==> src/rtl/cbi980_apb_if.sv <==
// APB4 slave-side bus bundle for the cbi980 core bridge.
// Signal names follow the APB4 specification.
interface cbi980_apb_if;
  logic        PSEL;
  logic        PENABLE;
  logic        PWRITE;
  logic [4:0]  PADDR;
  logic [31:0] PWDATA;
  logic [3:0]  PSTRB;
  logic [31:0] PRDATA;
  logic        PREADY;
  logic        PSLVERR;

  modport master (
    output PSEL, PENABLE, PWRITE, PADDR, PWDATA, PSTRB,
    input  PRDATA, PREADY, PSLVERR
  );

  modport slave (
    input  PSEL, PENABLE, PWRITE, PADDR, PWDATA, PSTRB,
    output PRDATA, PREADY, PSLVERR
  );
endinterface

==> src/rtl/cbi980_apb.sv <==
// APB4 slave bridge to the cbi980 core register/FIFO port. Issues single-cycle write
// and read-request pulses, waits for the core read echo with a timeout, and responds.
module cbi980_apb #(
  parameter int unsigned RD_TIMEOUT = 15
) (
  input  logic              clk,
  input  logic              rstn,
  cbi980_apb_if.slave       apb,
  output logic [2:0]        wr_addr,
  output logic [31:0]       wr_data,
  output logic              wr_en,
  input  logic              wr_err,
  output logic [2:0]        rd_addr,
  output logic              rd_valid_in,
  input  logic [31:0]       rd_data,
  input  logic              rd_valid_out
);

  typedef enum logic [2:0] {
    StIdle,
    StWr,
    StWrResp,
    StRdReq,
    StRdWait,
    StResp
  } state_e;

  localparam logic [7:0] TimeoutLast = 8'(RD_TIMEOUT - 1);

  state_e      state_q, state_d;
  logic        pready_q, pready_d;
  logic        pslverr_q, pslverr_d;
  logic [31:0] prdata_q, prdata_d;
  logic        wr_en_q, wr_en_d;
  logic        rd_valid_in_q, rd_valid_in_d;
  logic [2:0]  wr_addr_q, wr_addr_d;
  logic [2:0]  rd_addr_q, rd_addr_d;
  logic [31:0] wr_data_q, wr_data_d;
  logic [7:0]  cnt_q, cnt_d;

  logic setup, bad_req;
  assign setup   = apb.PSEL && !apb.PENABLE;
  assign bad_req = (apb.PADDR[1:0] != 2'b00) || (apb.PWRITE && (apb.PSTRB != 4'hF));

  always_comb begin
    state_d       = state_q;
    pready_d      = 1'b0;
    pslverr_d     = 1'b0;
    prdata_d      = prdata_q;
    wr_en_d       = 1'b0;
    rd_valid_in_d = 1'b0;
    wr_addr_d     = wr_addr_q;
    rd_addr_d     = rd_addr_q;
    wr_data_d     = wr_data_q;
    cnt_d         = cnt_q;

    unique case (state_q)
      StIdle: begin
        if (setup) begin
          if (bad_req) begin
            state_d   = StResp;
            pready_d  = 1'b1;
            pslverr_d = 1'b1;
            prdata_d  = '0;
          end else if (apb.PWRITE) begin
            state_d   = StWr;
            wr_en_d   = 1'b1;
            wr_addr_d = apb.PADDR[4:2];
            wr_data_d = apb.PWDATA;
          end else begin
            state_d       = StRdReq;
            rd_valid_in_d = 1'b1;
            rd_addr_d     = apb.PADDR[4:2];
          end
        end
      end
      StWr: begin
        // Abort leaves the already-issued pulse in place; wr_err is only meaningful here.
        if (!apb.PSEL) begin
          state_d = StIdle;
        end else begin
          state_d   = StWrResp;
          pready_d  = 1'b1;
          pslverr_d = wr_err;
        end
      end
      StRdReq: begin
        if (!apb.PSEL) begin
          state_d = StIdle;
        end else begin
          state_d = StRdWait;
          cnt_d   = '0;
        end
      end
      StRdWait: begin
        if (!apb.PSEL) begin
          state_d = StIdle;
        end else if (rd_valid_out) begin
          state_d  = StResp;
          pready_d = 1'b1;
          prdata_d = rd_data;
        end else if (cnt_q == TimeoutLast) begin
          state_d   = StResp;
          pready_d  = 1'b1;
          pslverr_d = 1'b1;
          prdata_d  = '0;
        end else if (cnt_q != 8'hFF) begin
          cnt_d = cnt_q + 8'd1;
        end
      end
      StWrResp, StResp: begin
        // PREADY cycle: a setup seen on this edge is not accepted.
        state_d = StIdle;
      end
      default: state_d = StIdle;
    endcase
  end

  always_ff @(posedge clk) begin
    if (!rstn) begin
      state_q       <= StIdle;
      pready_q      <= 1'b0;
      pslverr_q     <= 1'b0;
      prdata_q      <= '0;
      wr_en_q       <= 1'b0;
      rd_valid_in_q <= 1'b0;
      wr_addr_q     <= '0;
      rd_addr_q     <= '0;
      wr_data_q     <= '0;
      cnt_q         <= '0;
    end else begin
      state_q       <= state_d;
      pready_q      <= pready_d;
      pslverr_q     <= pslverr_d;
      prdata_q      <= prdata_d;
      wr_en_q       <= wr_en_d;
      rd_valid_in_q <= rd_valid_in_d;
      wr_addr_q     <= wr_addr_d;
      rd_addr_q     <= rd_addr_d;
      wr_data_q     <= wr_data_d;
      cnt_q         <= cnt_d;
    end
  end

  assign apb.PREADY  = pready_q;
  assign apb.PSLVERR = pslverr_q;
  assign apb.PRDATA  = prdata_q;
  assign wr_en       = wr_en_q;
  assign wr_addr     = wr_addr_q;
  assign wr_data     = wr_data_q;
  assign rd_valid_in = rd_valid_in_q;
  assign rd_addr     = rd_addr_q;

endmodule

==> src/flat_wrapper.sv <==
// flat-port wrapper written by rule: the top's interface ports become plain ports
module cbi980_apb_flat 
#(
  parameter int unsigned RD_TIMEOUT = 15
)
  (clk, rstn, wr_addr, wr_data, wr_en, wr_err, rd_addr, rd_valid_in, rd_data, rd_valid_out, apb_PSEL, apb_PENABLE, apb_PWRITE, apb_PADDR, apb_PWDATA, apb_PSTRB, apb_PRDATA, apb_PREADY, apb_PSLVERR);
  cbi980_apb_if apb_i ();
  input  logic clk;
  input  logic rstn;
  output logic [2:0] wr_addr;
  output logic [31:0] wr_data;
  output logic wr_en;
  input  logic wr_err;
  output logic [2:0] rd_addr;
  output logic rd_valid_in;
  input  logic [31:0] rd_data;
  input  logic rd_valid_out;
  input wire logic [$bits(apb_i.PSEL)-1:0] apb_PSEL;
  input wire logic [$bits(apb_i.PENABLE)-1:0] apb_PENABLE;
  input wire logic [$bits(apb_i.PWRITE)-1:0] apb_PWRITE;
  input wire logic [$bits(apb_i.PADDR)-1:0] apb_PADDR;
  input wire logic [$bits(apb_i.PWDATA)-1:0] apb_PWDATA;
  input wire logic [$bits(apb_i.PSTRB)-1:0] apb_PSTRB;
  output wire logic [$bits(apb_i.PRDATA)-1:0] apb_PRDATA;
  output wire logic [$bits(apb_i.PREADY)-1:0] apb_PREADY;
  output wire logic [$bits(apb_i.PSLVERR)-1:0] apb_PSLVERR;
  assign apb_i.PSEL = apb_PSEL;
  assign apb_i.PENABLE = apb_PENABLE;
  assign apb_i.PWRITE = apb_PWRITE;
  assign apb_i.PADDR = apb_PADDR;
  assign apb_i.PWDATA = apb_PWDATA;
  assign apb_i.PSTRB = apb_PSTRB;
  assign apb_PRDATA = apb_i.PRDATA;
  assign apb_PREADY = apb_i.PREADY;
  assign apb_PSLVERR = apb_i.PSLVERR;
  cbi980_apb #(.RD_TIMEOUT(RD_TIMEOUT)) u_core (.clk(clk), .rstn(rstn), .apb(apb_i), .wr_addr(wr_addr), .wr_data(wr_data), .wr_en(wr_en), .wr_err(wr_err), .rd_addr(rd_addr), .rd_valid_in(rd_valid_in), .rd_data(rd_data), .rd_valid_out(rd_valid_out));
endmodule
==> config.mk <==
export PLATFORM = sky130hd
export DESIGN_NAME = cbi980_apb_flat
export DESIGN_NICKNAME = d
export VERILOG_FILES = /design/src/rtl/cbi980_apb_if.sv /design/src/rtl/cbi980_apb.sv /design/src/flat_wrapper.sv
export SDC_FILE = /design/constraint.sdc
export NUM_CORES = 1
export LEC_CHECK = 0
export BUFFER_PORTS_ARGS = -buffer_cell sky130_fd_sc_hd__buf_2
export CORE_MARGIN = 2
export CORE_UTILIZATION = 40
export CTS_BUF_LIST = sky130_fd_sc_hd__clkbuf_16
export DETAILED_ROUTE_END_ITERATION = 12
export GPL_TIMING_DRIVEN = 1
export PLACE_DENSITY_LB_ADDON = 0.1
export SYNTH_ARGS = -nofsm -noshare
export SYNTH_HDL_FRONTEND = slang
export SYNTH_SLANG_ARGS = --single-unit
==> constraint.sdc <==
create_clock -name clk -period 1.7 [get_ports clk]
set_clock_uncertainty 0.1 [all_clocks]
set_input_delay 0 -clock clk [delete_from_list [all_inputs] [get_ports clk]]
set_output_delay 0 -clock clk [all_outputs]
set_load 0.05 [all_outputs]
# Word-level counts from Yosys, hierarchy flattened
# Index checks and enable logic that the tools add are counted.
[totals] ff_bits=85 input_bits=80 output_inout_bits=74 word_cells=79
[classes] n_addsub=1 eq_ne=15 mux=34 bitwise=5 reduce_logical=14
[op_table] operator="$mux W32" n=5
[op_table] operator="$pmux W32 S2" n=1
[op_table] operator="$mux W8" n=5
[op_table] operator="$mux W3" n=6
[op_table] operator="$pmux W8 S2" n=1
[op_table] operator="$pmux W3 S4" n=1
[op_table] operator="$mux W1" n=11
[op_table] operator="$add A8 B1 Y8 const B" n=1
[op_table] operator="$eq A8 B4 Y1 const B" n=1
[op_table] operator="$ne A2 B2 Y1 const B" n=4
[op_table] operator="$ne A8 B8 Y1 const B" n=1
[op_table] operator="$reduce_and A4 Y1" n=2
[op_table] operator="$ne A2 B1 Y1 const B" n=3
[op_table] operator="$pmux W1 S3" n=2
[op_table] operator="$reduce_and A6 Y1" n=1
[op_table] operator="$reduce_bool A2 Y1" n=3
[op_table] operator="$not A1 Y1" n=5
[op_table] operator="$reduce_and A5 Y1" n=1
[op_table] operator="$mux W2" n=2
[op_table] operator="$ne A4 B3 Y1 const B" n=1
[op_table] operator="$ne A4 B4 Y1 const B" n=1
[op_table] operator="$reduce_or A4 Y1" n=1
[op_table] operator="$eq A3 B1 Y1 const B" n=1
[op_table] operator="$eq A3 B2 Y1 const B" n=1
[op_table] operator="other kinds (7)" n=8

# Longest topological paths before layout
# Gate-level depths: netlist (run 1).
[logic_depth] depth_word=6 mapped_depth=7 ltp_nobuf=6

# Least setup slack after synthesis (run 1)
# Ideal clock, no wire load.
[synth_path] path_kind="register to register" from="register u_core.state_q[1]" to="register u_core.prdata_q[0], in the netlist u_core.apb.PRDATA[0]" arrival_ns=1.651 t_required_ns=1.528 slack_ns=-0.122 stages_incl_launch_ff=8 cell_sequence="dfxtp_1 > buf_2 > nand2b_1 > or2_0 > buf_2 > o32ai_4 > buf_8 > mux2i_1"
[synth_via] elab_chain_cells=3 elab_cells_between_ends=9 classes_between="5 x eq/ne; 1 x mux; 3 x reduce/logical"
[synth_lines] element="start: declaration" line="cbi980_apb.sv:30" source="state_e state_q, state_d;"
[synth_lines] element="start signal: assignment" line="cbi980_apb.sv:121" source="state_q <= StIdle;"
[synth_lines] element="start signal: assignment" line="cbi980_apb.sv:132" source="state_q <= state_d;"
[synth_lines] element="$eq A3 B3 Y1 / $logic_not A3 Y1 (equally long branches)" line="cbi980_apb.sv:57" source="unique case (state_q)"
[synth_lines] element="$ne A3 B2 Y1 (no line), or another cell as far along"
[synth_lines] element="$reduce_and A5 Y1 (no line)"
[synth_lines] element="end signal: assignment" line="cbi980_apb.sv:135" source="prdata_q <= prdata_d;"
[synth_lines] element="end: declaration" line="cbi980_apb.sv:33" source="logic [31:0] prdata_q, prdata_d;"
# Several ways; a longest one is shown, not always the timed one.
# A chain may end at the register's enable or synchronous reset.

# Worst setup path in the final report (run 1)
[layout_path] from="register u_core.cnt_q[5]" to="register u_core.prdata_q[13], in the netlist u_core.apb.PRDATA[13]"
[layout_via] elab_chain_cells=3
[layout_lines] element="start: declaration" line="cbi980_apb.sv:39" source="logic [7:0] cnt_q, cnt_d;"
[layout_lines] element="start signal: assignment" line="cbi980_apb.sv:141" source="cnt_q <= cnt_d;"
[layout_lines] element="$eq A8 B4 Y1" line="cbi980_apb.sv:102" source="end else if (cnt_q == TimeoutLast) begin"
[layout_lines] element="$ne A3 B2 Y1 (no line)"
[layout_lines] element="$reduce_and A5 Y1 (no line)"
# Every way passes these cells.

==> run metrics, run 1 <==
outcome=complete, but fails checks; violated checks=setup timing; initial drt markers=roughly 140; worst setup path category=reg2reg; Post-synth ARST share=0; Max Fclk=between 500 and 600 MHz; Area after DPL=around 4800 µm²; row count=35; slowest stage delay, CP=about 380 ps; internal reg-to-reg setup slack=-220 ps; Final Hold Viols=0; GRT Total Usage=0.2206; # IOs=between 150 and 200; static leakage=about 2.6 nW; grt ovf=0; Routed Antenna Nets=0; first-pass GRT wire length=~18,000 µm; drt via density=approximately 5.2; die area=~10,000 µm²; post-route setup TNS=-5559 ps; Slew @ Worst Pin=about 390 ps; Reg-to-Reg Start=u_core.cnt_q[5]; max-slew violation count=0; Core Footprint=9109 µm²; Max rail drop VDD=0.0005080 V; initial antenna violation count=0; routed wl met2=5952 µm; CTS buffer count=9; area of the multi-input gates=about 2000 µm²; Worst Hold End=u_core.state_q[2]; Seq/Total Area, Yosys=0.4615; hold path startpoint=apb_PSEL; DRC viols=0; via count=4,101; critical path peak fanout=8; Hold WC Path Type=in2reg; Register Area=between 1500 and 2000 µm²; Post-Synthesis Cells=around 420; max_cap viols=0; Primary FF master, synth=dfxtp_1; reg-to-reg critical path endpoint=u_core.apb.PRDATA[13]; EDFF count, synth=0; placed cells=roughly 700; hold path cells=4; Synth Area per Inst=8.717 µm²; Slew HR=0.7417; Filler cells=approximately 730; Pwr per Cell Area=approximately 750 nW/µm²; wire per inst=roughly 15 µm; Placer Congestion=0.8759; #FFs+latches synth=85; die span in y=about 100 µm; Most common cell on crit path=buf_12; R2R cell count=6; final period utilization=1.129; slowest cell on the critical path=nor4b_4; Setup violations, final=38; routed length on met1=roughly 5100 µm; Synth area leader=dfxtp_1; clock slew at reported path FFs=roughly 70 ps; final worst setup slack=-218.8 ps; Layout Nets=~760; dpl hpwl=~7100 µm; Period minus WS final=between 1500 and 2000 ps; most common cell in the synthesized netlist=dfxtp_1; share of cells above drive strength 1=0.3860; Starting Density=0.4048; Mapped Nets=about 510; H-tree depth=3; DR top layer=met4; CP startpoint kind=flip-flop; CTS Sinks=85; Yosys cell types=55; Cell Count, Final, Fillers Out=795; Routed Wire Length=11,930 µm; met3 WL post-DR=roughly 650 µm; clk root buf=clkbuf_16; Worst Setup End Kind=flip-flop; post-route cell area=about 6000 µm²; post-synth top area share=0.4615; Max clock buf depth=2; synth top area cells=dfxtp_1 (46%), mux2i_1 (9.5%), nand2_1 (7.3%), nand3_1 (5.4%), a21oi_1 (5.3%); Antenna Cells=0; RSZ-0062 raised after global routing=true; worst-path cell chain=nor4b_4 -> a31oi_4 -> o32ai_4 -> buf_12 -> buf_12 -> mux2i_2; P&R area growth vs syn=67.12%; yosys warns=0; number of global-route vias before repair=~3,800; Port-buffer cells=between 150 and 200; worst-skew pair later-pin latency=approximately 340 ps; Synth top cells by count=dfxtp_1 (85), nand2_1 (72), nand3_1 (40), a21oi_1 (39), o21ai_0 (38); CTS tree=done; post-synthesis cell area=around 3700 µm²; pin count of the biggest net entering global routing=37; Detailed Routing Iterations Pass 1=4; Worst EP arrival=a little over 2000 ps; Die Wd=100.0 µm; Worst EP required=1850 ps
[final cells by class]
type | instances | share of cell area
inverters | 6 | 0.003655
multi-input cells | 299 | 0.3222
clock buffers | 9 | 0.03655
clock inverters | 7 | 0.009340
flip-flops and latches | 85 | 0.2776
well taps | 111 | 0.02254
repair buffers | 278 | 0.3281
[worst max-delay path by stage]
| stage | from | end | cells after the start |
|---|---|---|---|
| 5_1_grt | u_core.cnt_q[5] | u_core.apb.PRDATA[13] | 6 |
| 4_1_cts | u_core.cnt_q[7] | u_core.apb.PRDATA[14] | 5 |
| 3_3_place_gp | u_core.state_q[0] | u_core.cnt_q[7] | 5 |
| 3_5_place_dp | u_core.state_q[2] | u_core.apb.PRDATA[28] | 5 |
| 6_report | u_core.cnt_q[5] | u_core.apb.PRDATA[13] | 6 |
| 2_1_floorplan | u_core.cnt_q[7] | u_core.apb.PRDATA[0] | 5 |
[kinds of logic after synthesis]
logic type | synth area share
buf+inv | 0.05259
simple gates | 0.2063
flops | 0.4615
fa+ha+maj | 0.006785
compound gates | 0.1778
mux | 0.09501
[sequential cells by signal, summed over array words and instances, names as in the netlist]
name and flops:
u_core.rd_addr 3, u_core.state_q 3, u_core.wr_data 32, u_core.rd_valid_in 1
u_core.wr_en 1, u_core.wr_addr 3, u_core.apb.PREADY 1, u_core.apb.PSLVERR 1
u_core.apb.PRDATA 32, u_core.cnt_q 8
[layout by cell type (no fill, tap or decap), drive strengths merged, types with 5 or more instances in the layout]
master       count
buf            201
dfxtp           85
dlygate4sd3     74
nand2           72
nand3           40
a21oi           39
o21ai           39
mux2i           35
clkbuf          12
nor2            11
inv              9
a31oi            6
or4              5
[metal layers]
layer / vias up / global-route usage
met1: 1916 / 0.2760
met2: 145 / 0.3789
met4: 0 / 0.08430
met5: - / 0
li1: 2019 / -
met3: 21 / 0.03969
[repair_timing]
item                                    4_1_cts  5_1_grt
setup buffers                                 1        5
gates resized for setup                      10       50
endpoints found under the setup margin       67       65
pin swaps                                     2       16
endpoints found under the hold margin        79        0
hold buffers                                 74        0
gates cloned                                  0        4
[power by group]
| part | total [mW] | internal (mW) | switching (mW) |
|---|---|---|---|
| combinational | 0.716 | 0.377 | 0.339 |
| sequential | 2.02 | 2.01 | 0.0127 |
| clock | 1.87 | 1.01 | 0.860 |
[worst max-delay path, delay by kind of cell (launching register included)]
kind	cells	cell delay, ps
simple gates	1	380
compound gates	2	470
flops	1	340
buf+inv	2	300
mux	1	230
[metrics by stage]
step / util / power, mW / setup WS [ps] / hold WS [ps]
floorplan: - / 2.343 / -84.51 / 17.69
global placement: 0.5264 / 2.537 / -67.03 / 145.4
detailed placement: 0.5264 / 2.539 / -100.2 / 155.2
CTS: 0.6430 / 4.541 / -89.88 / 31.62
global route: 0.6765 / 4.763 / -265.6 / 79.27
finish: 0.6765 / 4.608 / -218.8 / 26.23
No activity file was read; power rests on OpenSTA's default activity.
==> run 2, diff against run 1 <==
--- a/config.mk
+++ b/config.mk
@@ -11,7 +11,8 @@
 export CTS_BUF_LIST = sky130_fd_sc_hd__clkbuf_16
 export DETAILED_ROUTE_END_ITERATION = 12
 export GPL_TIMING_DRIVEN = 1
-export PLACE_DENSITY_LB_ADDON = 0.1
+export MAX_ROUTING_LAYER = met4
+export PLACE_DENSITY_LB_ADDON = 0.12
 export SYNTH_ARGS = -nofsm -noshare
 export SYNTH_HDL_FRONTEND = slang
 export SYNTH_SLANG_ARGS = --single-unit
==> run metrics, run 2 (same netlist as run 1, synthesis figures left out) <==
outcome=complete, but fails checks; violated checks=setup timing; most frequent cells in the layout=buf_2 (153), dfxtp_1 (77), dlygate4sd3_1 (73); hold_ws=48.32 ps (+22.08 ps); max-slew violation count=0 (unchanged); Hold WC Path Type=in2reg; drt via density=5.255 (+1.9%); worst setup path category=reg2reg; clk root buf=clkbuf_16; RSZ-0062 raised after global routing=true; worst-skew pair later-pin latency=320 ps (-20 ps); Slew HR=0.7239 (-0.01778); grt ovf=0 (unchanged); static leakage=2.596 nW (+0.43%); CTS tree=done; area of the multi-input gates=1958 µm² (-1.4%); P&R area growth vs syn=67.05% (about the same); # IOs=154 (unchanged); CTS Sinks=85 (unchanged); initial drt markers=206 (+49%); Filler cells=721 (-0.96%); hold path cells=4 (unchanged); dpl hpwl=7386 µm (+4.4%); Pwr per Cell Area=784.7 nW/µm² (+4.9%); CP startpoint kind=flip-flop; DRC viols=0 (unchanged); Worst Setup End Kind=flip-flop; Slew @ Worst Pin=414.1 ps (+26.67 ps); die span in y=100.0 µm (unchanged); share of cells above drive strength 1=0.3847 (-0.001237); Placer Congestion=0.8840 (+0.92%); via count=4,162 (+1.5%); final worst setup slack=-113.0 ps (+105.8 ps); max_cap viols=0 (unchanged); Layout Nets=759 (-0.26%); H-tree depth=3 (unchanged); Starting Density=0.4048 (unchanged); reg-to-reg critical path endpoint=u_core.apb.PRDATA[24]; Layout Utilization=0.6762 (about the same); Final Hold Viols=0 (unchanged); Setup violations, final=38 (unchanged); Routed Antenna Nets=0 (unchanged); Detailed Routing Iterations Pass 1=4 (unchanged); die area=10,000 µm² (unchanged); R2R cell count=6 (unchanged); total chip power=4.834 mW (+4.9%); pin count of the biggest net entering global routing=39 (+5.4%); Period minus WS final=1813 ps (-105.8 ps); Register Area=1712 µm² (about the same); GRT Total Usage=0.2335 (+0.01296); clock slew at reported path FFs=60 ps (about the same); Max Fclk=551.6 MHz (+5.8%); Worst EP arrival=1960 ps (-110 ps); Worst Hold End=u_core.cnt_q[5]; hold path startpoint=rd_valid_out; CTS buffer count=9 (unchanged); Core Footprint=9109 µm² (unchanged); number of global-route vias before repair=3,901 (+2.6%); internal reg-to-reg setup slack=-110 ps (+110 ps); Port-buffer cells=153 (unchanged); Die Wd=100.0 µm (unchanged); final period utilization=1.066 (-0.06223); Worst EP required=1850 ps (about the same); Reg-to-Reg Start=u_core.state_q[0]; post-route setup TNS=-2681 ps (+2878 ps); placed cells=695 (-0.14%); Cell Count, Final, Fillers Out=792 (-0.38%); initial antenna violation count=0 (unchanged); row count=35 (unchanged); most common cell after layout, fill and taps aside=buf_2; critical path peak fanout=8 (unchanged); Max clock buf depth=2 (unchanged); Routed Wire Length=12,360 µm (+3.6%); first-pass GRT wire length=18,550 µm (+3.1%); wire per inst=15.61 µm (+4.0%); Antenna Cells=0 (unchanged); Max rail drop VDD=0.0005843 V (+15%)
run 2: cell type report:
type,count,share of cell area
multi-input combinational,299,0.3179
sequential,85,0.2779
tap,111,0.02255
clock buffer,9,0.03656
inverter,6,0.003656
clock inverter,6,0.01422
timing repair buffer,276,0.3272
run 2: what timing repair did:
action | CTS | global route
resized for setup | 12 | 57
gates cloned | 1 | 2
pin swaps | 2 | 11
setup buffers | 1 | 5
setup endpoints to repair | 63 | 79
hold buffers | 73 | 0
hold endpoints to repair | 77 | 0
run 2: per-layer routing:
metal | routed length [µm] | global-route usage | up-vias | share of wire
li1 | - | - | 2011 | -
met1 | 5244 | 0.2801 | 1976 | 0.42
met2 | 6231 | 0.4049 | 154 | 0.50
met3 | 642 | 0.03691 | 21 | 0.052
met4 | 241 | 0.07060 | 0 | 0.019
met5 | 0 | - | - | 0
run 2: how the worst max path moves through the flow:
stage / startpoint / slack, ps / end / depth (start not counted)
2_1_floorplan: u_core.cnt_q[7] / -80 / u_core.apb.PRDATA[0] / 5
3_3_place_gp: u_core.cnt_q[7] / -50 / u_core.apb.PRDATA[10] / 5
3_5_place_dp: u_core.state_q[0] / -100 / u_core.apb.PRDATA[7] / 5
4_1_cts: u_core.cnt_q[7] / -110 / u_core.apb.PRDATA[7] / 6
5_1_grt: u_core.cnt_q[0] / -190 / u_core.apb.PRDATA[24] / 8
6_report: u_core.state_q[0] / -110 / u_core.apb.PRDATA[24] / 6
run 2: worst max-delay path, stage by stage, from the launching register on:
cell and delay, ps:
dfxtp_2 330, or3_1 370, or2_4 280, o32ai_4 120, buf_12 180, buf_16 140, mux2i_2 210
run 2: through the flow:
stage / instance area, µm² / worst slack (ps)
6_report: 6160 / -113.0
5_1_grt: 6160 / -192.0
4_1_cts: 5921 / -110.9
3_5_place_dp: 4787 / -104.5
3_3_place_gp: 4787 / -48.28
2_1_floorplan: 3697 / -84.51
run 2: power breakdown:
group	total [mW]	leakage, nW	switching, mW	internal, mW
registers	2.02	0.689	0.00975	2.01
logic	0.730	1.76	0.348	0.382
clock network	2.08	0.149	0.805	1.28
total	4.83	2.60	1.16	3.67
==> run 3, diff against run 2 <==
--- a/config.mk
+++ b/config.mk
@@ -7,7 +7,7 @@
 export LEC_CHECK = 0
 export BUFFER_PORTS_ARGS = -buffer_cell sky130_fd_sc_hd__buf_2
 export CORE_MARGIN = 2
-export CORE_UTILIZATION = 40
+export CORE_UTILIZATION = 43
 export CTS_BUF_LIST = sky130_fd_sc_hd__clkbuf_16
 export DETAILED_ROUTE_END_ITERATION = 12
 export GPL_TIMING_DRIVEN = 1
==> run metrics, run 3 (same netlist as run 1, synthesis figures left out) <==
GRT Total Usage=0.2422 (+0.008734); most frequent cells in the layout=buf_2 (153), dfxtp_1 (79), dlygate4sd3_1 (73); most common cell after layout, fill and taps aside=buf_2; Port-buffer cells=153 (unchanged); Placer Congestion=0.8781 (-0.67%); Antenna Cells=0 (unchanged); row count=33 (-5.7%); Cell Count, Final, Fillers Out=779 (-1.6%); Filler cells=653 (-9.4%); max-slew violation count=0 (unchanged); Final Hold Viols=0 (unchanged); die area=9332 µm² (-6.7%); Period minus WS final=1789 ps (-23.85 ps); number of global-route vias before repair=4,066 (+4.2%); Max rail drop VDD=0.0005939 V (+1.6%); worst-skew pair later-pin latency=330 ps (about the same); initial drt markers=226 (+9.7%); CTS tree=done; R2R cell count=7 (+1); critical path peak fanout=21 (+13); via count=4,097 (-1.6%); DR top layer=met4; Layout Utilization=0.7139 (+0.03770); Logic pwr share=0.141 (-0.010); reg-to-reg critical path endpoint=u_core.apb.PRDATA[24]; cell-internal power=3.470 mW (-5.5%); Routed Antenna Nets=0 (unchanged); CP startpoint kind=flip-flop; Worst EP required=1850 ps (about the same); die span in y=96.60 µm (-3.4%); Hold WC Path Type=in2reg; CTS buffer count=9 (unchanged); violated checks=setup timing; Clock power frac=0.418 (-0.013); share of cells above drive strength 1=0.3487 (-0.03606); final period utilization=1.052 (-0.01403); P&R area growth vs syn=59.89%; Worst Setup End Kind=flip-flop; CTS Sinks=85 (unchanged); met3 WL post-DR=644 µm (+0.31%); RSZ-0062 raised after global routing=true; pin count of the biggest net entering global routing=37 (-5.1%); wire per inst=14.59 µm (-6.5%); max_cap viols=0 (unchanged); Routed Wire Length=11,360 µm (-8.1%); grt ovf=0 (unchanged); Net Sw Frac=0.2422 (+0.001665); final worst setup slack=-89.19 ps (+23.85 ps); placed cells=687 (-1.2%); Max clock buf depth=2 (unchanged); Slew @ Worst Pin=399.6 ps (-14.53 ps); routed length on met1=4628 µm (-12%); Reg-to-Reg Start=u_core.cnt_q[0]; drt via density=5.259 (about the same); outcome=complete, but fails checks; Detailed Routing Iterations Pass 1=4 (unchanged); Critical path origin=u_core.cnt_q[0]; initial antenna violation count=0 (unchanged); dpl hpwl=7065 µm (-4.3%); Seq pwr share=0.441 (+0.023); first-pass GRT wire length=18,790 µm (+1.3%); worst setup path category=reg2reg; H-tree depth=3 (unchanged); Starting Density=0.4465 (+0.04171); Max Fclk=558.9 MHz (+1.3%); internal reg-to-reg setup slack=-90 ps (+20 ps); Layout Nets=751 (-1.1%); Die Wd=96.60 µm (-3.4%); Pwr per Cell Area=776.6 nW/µm² (-1.0%); Worst EP arrival=1940 ps (-20 ps); routed wl met2=5800 µm (-6.9%); # IOs=154 (unchanged); Setup violations, final=38 (unchanged); CP endpoint=u_core.apb.PRDATA[24]; DRC viols=0 (unchanged); clk root buf=clkbuf_16; clock slew at reported path FFs=60 ps (about the same); Core Footprint=8258 µm² (-9.3%); Net Sw Power=1.109 mW (-4.6%); static leakage=2.493 nW (-4.0%); Slew HR=0.7329 (+0.009014)
-- run 3: changes by cell type in the layout (fill, tap and decap cells not counted), sizes merged --
cell,delta
buf,-7
bufinv,-1
clkbuf,-1
clkinv,+2
-- run 3: worst min-delay path by stage --
stage,from,endpoint,slack [ps],cells past startpoint
2_1_floorplan,apb_PENABLE,u_core.state_q[0],20,1
3_3_place_gp,rd_data[17],u_core.apb.PRDATA[17],150,3
3_5_place_dp,rd_data[24],u_core.apb.PRDATA[24],150,3
4_1_cts,wr_err,u_core.apb.PSLVERR,2,4
5_1_grt,wr_err,u_core.apb.PSLVERR,50,4
6_report,wr_err,u_core.apb.PSLVERR,30,4
-- run 3: timing repair --
action / in CTS / in global routing
pin swaps: 3 / 1
hold buffers: 73 / 0
resized for setup: 11 / 26
setup buffers: 0 / 3
endpoints found under the setup margin: 74 / 78
hold endpoints to repair: 79 / 0
-- run 3: layout make-up --
cell class | instances | area, µm² | area share
clock buffers | 9 | 225.2 | 0.03820
clock inverters | 7 | 66.31 | 0.01125
inverters | 6 | 22.52 | 0.003820
multi-input cells | 299 | 1852 | 0.3141
flip-flops and latches | 85 | 1712 | 0.2903
well taps | 105 | 131.4 | 0.02228
repair buffers | 268 | 1887 | 0.3200
-- run 3: power groups by stage --
stage | Clock, mW | Sequential (mW) | Combinational, mW
2_1_floorplan | 0 | 2.10 | 0.240
3_3_place_gp | 0 | 2.06 | 0.473
3_5_place_dp | 0 | 2.06 | 0.476
4_1_cts | 1.96 | 2.02 | 0.616
5_1_grt | 2.04 | 2.02 | 0.689
6_report | 1.92 | 2.02 | 0.646
-- run 3: layer usage --
layer | vias to the layer above | global-route usage
li1 | 2000 | -
met1 | 1909 | 0.2832
met2 | 160 | 0.4167
met3 | 28 | 0.05130
met4 | 0 | 0.07692
met5 | - | -
-- run 3: through the flow --
| stage | setup WS, ps | area (µm²) | setup TNS (ps) | hold slack [ps] | total power, mW |
|---|---|---|---|---|---|
| final | -89.19 | 5896 | -2070 | 29.92 | 4.579 |
| after CTS | -82.37 | 5849 | -1866 | 1.806 | 4.596 |
| after global placement | -50.59 | 4790 | -712.8 | 146.8 | 2.534 |
| after global routing | -170.1 | 5896 | -5645 | 47.17 | 4.746 |
| after floorplan | -84.51 | 3697 | -2560 | 17.69 | 2.343 |
| after detailed placement | -130.8 | 4790 | -2951 | 152.0 | 2.538 |
-- run 3: worst max-delay path, stage by stage, from the launching register on --
cell     delay, ps
dfxtp_2        320
inv_1           50
ha_2           160
and2b_2        180
a31oi_2        140
o32ai_4        300
buf_12         230
mux2i_1        210
